## src/rtl/shift_count_timer_ctrl_if.sv

```systemverilog
// ---------------------------------------------------------------------------
// shift_count_timer_ctrl_if : serial input / datapath handshake bundle
// Rev 1.0
// ---------------------------------------------------------------------------
`default_nettype none

interface shift_count_timer_ctrl_if;
    logic       data;
    logic [3:0] q;
    logic       ack;
    logic       shift_ena;
    logic       count_ena;
    logic       counting;
    logic       done;

    modport master (
        input  data,
        input  q,
        input  ack,
        output shift_ena,
        output count_ena,
        output counting,
        output done
    );

    modport slave (
        output data,
        output q,
        output ack,
        input  shift_ena,
        input  count_ena,
        input  counting,
        input  done
    );
endinterface

`default_nettype wire

```

## src/rtl/shift_count_timer_ctrl.sv

```systemverilog
// ---------------------------------------------------------------------------
// shift_count_timer_ctrl : pattern-triggered shift/down-count timer sequencer
// Rev 1.0
// ---------------------------------------------------------------------------
`default_nettype none

module shift_count_timer_ctrl #(
    parameter logic [3:0] PATTERN = 4'b1101,
    parameter int          TICKS   = 1000
) (
    input  wire logic              clk,
    input  wire logic              reset,
    shift_count_timer_ctrl_if.master bus
);

    localparam int TW = (TICKS > 1) ? $clog2(TICKS) : 1;
    localparam logic [TW-1:0] TICK_RELOAD = TW'(TICKS - 1);
    localparam logic [TW-1:0] TICK_ONE    = TW'(1);

    localparam logic [3:0] S_IDLE  = 4'd0;
    localparam logic [3:0] S_P1    = 4'd1;
    localparam logic [3:0] S_P2    = 4'd2;
    localparam logic [3:0] S_P3    = 4'd3;
    localparam logic [3:0] S_SH0   = 4'd4;
    localparam logic [3:0] S_SH1   = 4'd5;
    localparam logic [3:0] S_SH2   = 4'd6;
    localparam logic [3:0] S_SH3   = 4'd7;
    localparam logic [3:0] S_COUNT = 4'd8;
    localparam logic [3:0] S_DONE  = 4'd9;

    logic [3:0]    state_q, state_d;
    logic [TW-1:0] tick_q,  tick_d;
    logic [2:0]    match_len;

    // Longest prefix of PATTERN that is a suffix of (m matched bits + b);
    // a result of 4 means the whole pattern has been seen.
    function automatic logic [2:0] kmp_next(input logic [1:0] m, input logic b);
        logic [3:0] s;
        logic [2:0] best;
        logic       ok;
        s    = '0;
        s[0] = b;
        for (int j = 1; j < 4; j++) begin
            if (j <= int'(m)) begin
                s[j] = PATTERN[2'(3 - int'(m) + j)];
            end
        end
        best = 3'd0;
        for (int k = 1; k <= 4; k++) begin
            if (k <= int'(m) + 1) begin
                ok = 1'b1;
                for (int t = 0; t < 4; t++) begin
                    if (t < k) begin
                        if (s[2'(k - 1 - t)] != PATTERN[2'(3 - t)]) begin
                            ok = 1'b0;
                        end
                    end
                end
                if (ok) begin
                    best = 3'(k);
                end
            end
        end
        return best;
    endfunction

    assign match_len = kmp_next(state_q[1:0], bus.data);

    always_comb begin
        state_d = state_q;
        tick_d  = tick_q;
        case (state_q)
            S_IDLE, S_P1, S_P2, S_P3: begin
                if (match_len == 3'd4) begin
                    state_d = S_SH0;
                end else begin
                    state_d = {2'b00, match_len[1:0]};
                end
            end
            S_SH0: state_d = S_SH1;
            S_SH1: state_d = S_SH2;
            S_SH2: state_d = S_SH3;
            S_SH3: begin
                state_d = S_COUNT;
                tick_d  = TICK_RELOAD;
            end
            S_COUNT: begin
                if (tick_q != '0) begin
                    tick_d = tick_q - TICK_ONE;
                end else if (bus.q != 4'd0) begin
                    tick_d = TICK_RELOAD;
                end else begin
                    state_d = S_DONE;
                end
            end
            S_DONE: begin
                if (bus.ack) begin
                    state_d = S_IDLE;
                end
            end
            default: state_d = S_IDLE;
        endcase
    end

    always_ff @(posedge clk) begin
        if (reset) begin
            state_q <= S_IDLE;
            tick_q  <= '0;
        end else begin
            state_q <= state_d;
            tick_q  <= tick_d;
        end
    end

    // The decrement pulse needs the live datapath value to stop at zero.
    assign bus.shift_ena = (state_q[3:2] == 2'b01);
    assign bus.count_ena = (state_q == S_COUNT) && (tick_q == '0) && (bus.q != 4'd0);
    assign bus.counting  = (state_q == S_COUNT);
    assign bus.done      = (state_q == S_DONE);

endmodule

`default_nettype wire

```

## src/flat_wrapper.sv

```systemverilog
// flat-port wrapper written by rule: the top's interface ports become plain ports
module shift_count_timer_ctrl_flat 
#(
    parameter logic [3:0] PATTERN = 4'b1101,
    parameter int          TICKS   = 1000
)
  (clk, reset, bus_data, bus_q, bus_ack, bus_shift_ena, bus_count_ena, bus_counting, bus_done);
  shift_count_timer_ctrl_if bus_i ();
  input  wire logic clk;
  input  wire logic reset;
  input wire logic [$bits(bus_i.data)-1:0] bus_data;
  input wire logic [$bits(bus_i.q)-1:0] bus_q;
  input wire logic [$bits(bus_i.ack)-1:0] bus_ack;
  output wire logic [$bits(bus_i.shift_ena)-1:0] bus_shift_ena;
  output wire logic [$bits(bus_i.count_ena)-1:0] bus_count_ena;
  output wire logic [$bits(bus_i.counting)-1:0] bus_counting;
  output wire logic [$bits(bus_i.done)-1:0] bus_done;
  assign bus_i.data = bus_data;
  assign bus_i.q = bus_q;
  assign bus_i.ack = bus_ack;
  assign bus_shift_ena = bus_i.shift_ena;
  assign bus_count_ena = bus_i.count_ena;
  assign bus_counting = bus_i.counting;
  assign bus_done = bus_i.done;
  shift_count_timer_ctrl #(.PATTERN(PATTERN), .TICKS(TICKS)) u_core (.clk(clk), .reset(reset), .bus(bus_i));
endmodule
```

## config.mk

```make
export PLATFORM = sky130hd
export DESIGN_NAME = shift_count_timer_ctrl_flat
export DESIGN_NICKNAME = d
export VERILOG_FILES = /design/src/rtl/shift_count_timer_ctrl_if.sv /design/src/rtl/shift_count_timer_ctrl.sv /design/src/flat_wrapper.sv
export SDC_FILE = /design/constraint.sdc
export NUM_CORES = 1
export LEC_CHECK = 0
export BUFFER_PORTS_ARGS = -buffer_cell sky130_fd_sc_hd__buf_2
export CAP_MARGIN = 20
export CORE_ASPECT_RATIO = 1.25
export CORE_MARGIN = 1
export CORE_UTILIZATION = 40
export DETAILED_ROUTE_END_ITERATION = 10
export PLACE_DENSITY = 0.69
export SYNTH_ARGS = -nofsm -noshare
export SYNTH_HDL_FRONTEND = slang
export SYNTH_SLANG_ARGS = --single-unit
```

## constraint.sdc

```tcl
create_clock -name clk -period 2.3 [get_ports clk]
set_input_delay 0.115 -clock clk [delete_from_list [all_inputs] [get_ports clk]]
set_output_delay 0.115 -clock clk [all_outputs]
set_load 0.02 [all_outputs]
```

==> impl_metrics.csv <==
group,metric,value,unit
finish,fill_cells,195,
setup_path,worstPathMaxFanout,7,
power_and_ir_drop,p_leak,0.372,nW
synthesis,syn-cell-area,762,sq um
synthesis,yosys.area.top_type,"dfxtp_1",
grt,grtUsageTotal,19.0,%
sta,hold_ws,0.147,ns
sta,fin_setup_tns,0,ns
sta,setup_viol,0,
placed_design,dp_hpwl,1350,microns
hold_path,min_from,"bus_ack",
setup_path,r2r_cells,5,
hold_path,hp-class,"primary input to flop",
power_and_ir_drop,clkPwrFrac,35.8,%
synthesis,avgSynthCellArea,8.56,sq um
detailed_routing,drtPass1Iterations,4,
synthesis,synth_seq_area_share,36.8,%
die,die_area,0.00208,sq mm
cts,cts_resized,0,
synthesis,yosys_warnings,0,
detailed_routing,initialDrtViolationCount,26,
setup_path,r2r_start,"u_core.tick_q[5]",
finish,mostFrequentLayoutCell,"dfxtp_1",
setup_path,critPathRequiredTime,2.18,ns
finish,final_cell_mix,"dfxtp_1 (14), a21oi_1 (10), buf_2 (10)",
finish,drive_above_1_share,22.5,%
finish,nets,113,
hold_path,hold_end,"u_core.state_q[0]",
setup_path,cp-end-kind,"output pin",
synthesis,yosys.area.top_type_share,36.8,%
cts,cts.sink_count,14,
detailed_routing,vias_per_cell,6.20,
sta,max_freq,466,MHz
detailed_routing,route.vias.total,750,
setup_path,path_class,"flop to output pin",
setup_path,start_kind,"flop",
sta,drv_slew,0,
grt,overflow,0,
grt,antenna_found_initial,0,
job,maxCapViolations,0,
hold_path,hold_path_depth,4,
placed_design,place.gp.congestion,0.753,
cts,cts_tree,"built",
synthesis,syn_inst,89,
placed_design,io_buffers,10,
power_and_ir_drop,power_frac_comb,3.3,%
cts,cts-root-buf,"clkbuf_4",
cts,cts_setup_buffers,0,
detailed_routing,wl_per_cell,14.9,microns
sta,hold_violations,0,
synthesis,synth_cell_types,33,
grt,grt_pass1_wl,2670,microns
power_and_ir_drop,switching_power,0.0000895,W
sta,finalCritPeriodShare,93.2,%
power_and_ir_drop,swShare,22.5,%
detailed_routing,ant_nets,0,
power_and_ir_drop,p_seq_share,60.9,%
sta,rsz0062_at_grt,"false",
setup_path,crit_arrival,2.03,ns
cts,cts_made_buffers,3,
cts,clk_pin_slew_worst_paths,0.08,ns
grt,grt_pass1_vias,660,
cts,holdBufCountCts,0,
sta,fin_skew,0.00429,ns
finish,area_growth,14.8,%
synthesis,synth_nets,98,
die,die_w,41.0,microns
finish,regArea,280,sq um
detailed_routing,routed_wl,1800,microns
cts,htreeDepth,1,
die,ioPinCount,12,
synthesis,synthTopCellsByArea,"dfxtp_1 (37%), a21oi_1 (6.6%), nor3_1 (4.6%)",
grt,grt_max_degree,12,
die,num_rows,17,
die,start_util,42.6,%
die,core,0.00179,sq mm
power_and_ir_drop,p_per_area,455,mW/mm^2
synthesis,synth-seq-cells,14,
sta,period_needed,2.14,ns
die,die_h,50.8,microns
sta,slew_headroom,64.7,%
power_and_ir_drop,internal_power,0.000308,W
sta,worst_slew_pin_slew,0.517,ns
setup_path,r2r_slack,0.20,ns
outcome,status,"complete, no violations",
detailed_routing,route.detailed.drc,0,
power_and_ir_drop,ir_drop,0.000271,V
finish,antennaDiodeCount,0,
cts,cts_buffer_depth,2,
cts,clk_latency,0.29,ns
finish,multi_input_area,449,sq um
setup_path,rr_endpoint,"u_core.tick_q[6]",
[worst max-delay path: stages, from the launching register on]
cell	delay (ns)
dfxtp_1	0.33
inv_1	0.09
ha_1	0.19
or3b_4	0.45
nor3_2	0.22
nor3b_1	0.26
buf_2	0.21
[cell usage after synthesis, drive strengths merged]
| cell | count |
|---|---|
| o41a | 1 |
| xnor2 | 1 |
| o21ai | 3 |
| nor3b | 2 |
| a21o | 1 |
| o21a | 1 |
| mux2i | 1 |
| nand2 | 3 |
| and2 | 1 |
| nor2b | 1 |
| ha | 1 |
| a311o | 1 |
| inv | 7 |
| a221oi | 2 |
| dfxtp | 14 |
| a311oi | 3 |
| buf | 1 |
| and3 | 3 |
| or4 | 3 |
| o41ai | 3 |
| nor3 | 7 |
| a2111oi | 1 |
| a21oi | 11 |
| xor2 | 2 |
| nor2 | 8 |
| nand3 | 4 |
| clkbuf | 2 |
| or3b | 1 |
[cells by family (layout without fill, tap and decap cells)]
family | count (synthesis) | count (layout) | synth area share [%]
compound gates | 27 | 27 | 28.1
fa+ha+maj | 1 | 1 | 1.64
xor+xnor | 3 | 3 | 3.45
simple gates | 33 | 33 | 23.5
mux | 1 | 1 | 1.31
buf+inv | 10 | 23 | 5.25
flops | 14 | 14 | 36.8
[through the flow]
| step | std cells | setup slack (ns) | cell area (sq um) | total power (W) | util (%) |
|---|---|---|---|---|---|
| after detailed placement | 118 | 0.178 | 845 | 0.000261 | 47.3 |
| after global placement | 118 | 0.197 | 845 | 0.000260 | 47.3 |
| after floorplan | 89 | 0.296 | 762 | 0.000254 | - |
| after CTS | 121 | 0.0191 | 867 | 0.000401 | 48.5 |
| after global routing | 121 | 0.0268 | 875 | 0.000408 | 48.9 |
| final | 121 | 0.156 | 875 | 0.000398 | 48.9 |
[how the worst max path moves through the flow]
| stage | startpoint | to | slack [ns] |
|---|---|---|---|
| after global placement | u_core.tick_q[0] | u_core.tick_q[1] | 0.20 |
| after global routing | u_core.tick_q[0] | bus_count_ena | 0.03 |
| after CTS | u_core.tick_q[0] | bus_count_ena | 0.02 |
| after floorplan | u_core.tick_q[0] | u_core.tick_q[9] | 0.30 |
| final | u_core.tick_q[0] | bus_count_ena | 0.16 |
| after detailed placement | u_core.tick_q[0] | u_core.tick_q[9] | 0.18 |
[power groups by stage]
| stage | sequential (W) | clock (W) | combinational (W) |
|---|---|---|---|
| final | 0.000242 | 0.000142 | 0.0000132 |
| after global routing | 0.000242 | 0.000151 | 0.0000143 |
| after CTS | 0.000242 | 0.000146 | 0.0000129 |
| after detailed placement | 0.000248 | 0 | 0.0000130 |
| after global placement | 0.000248 | 0 | 0.0000122 |
| after floorplan | 0.000248 | 0 | 0.00000593 |
[layer usage]
layer	GRT usage, %	routed length (microns)	up-vias
li1	-	-	361
met1	22.3	769	355
met2	29.9	902	27
met3	3.10	68	7
met4	11.7	61	0
met5	0	0	-
[cell type report]
class	count	share of cell area (%)
multi-input cells	65	51.4
clock buffers	3	2.58
well taps	19	2.72
flip-flops and latches	14	32.0
repair buffers	13	8.30
inverters	7	3.00
[flip-flops by register name (all words and copies together) (netlist names)]
signal,count
u_core.state_q,4
u_core.tick_q,10
Note: power is estimated with default switching activity, not from simulation.
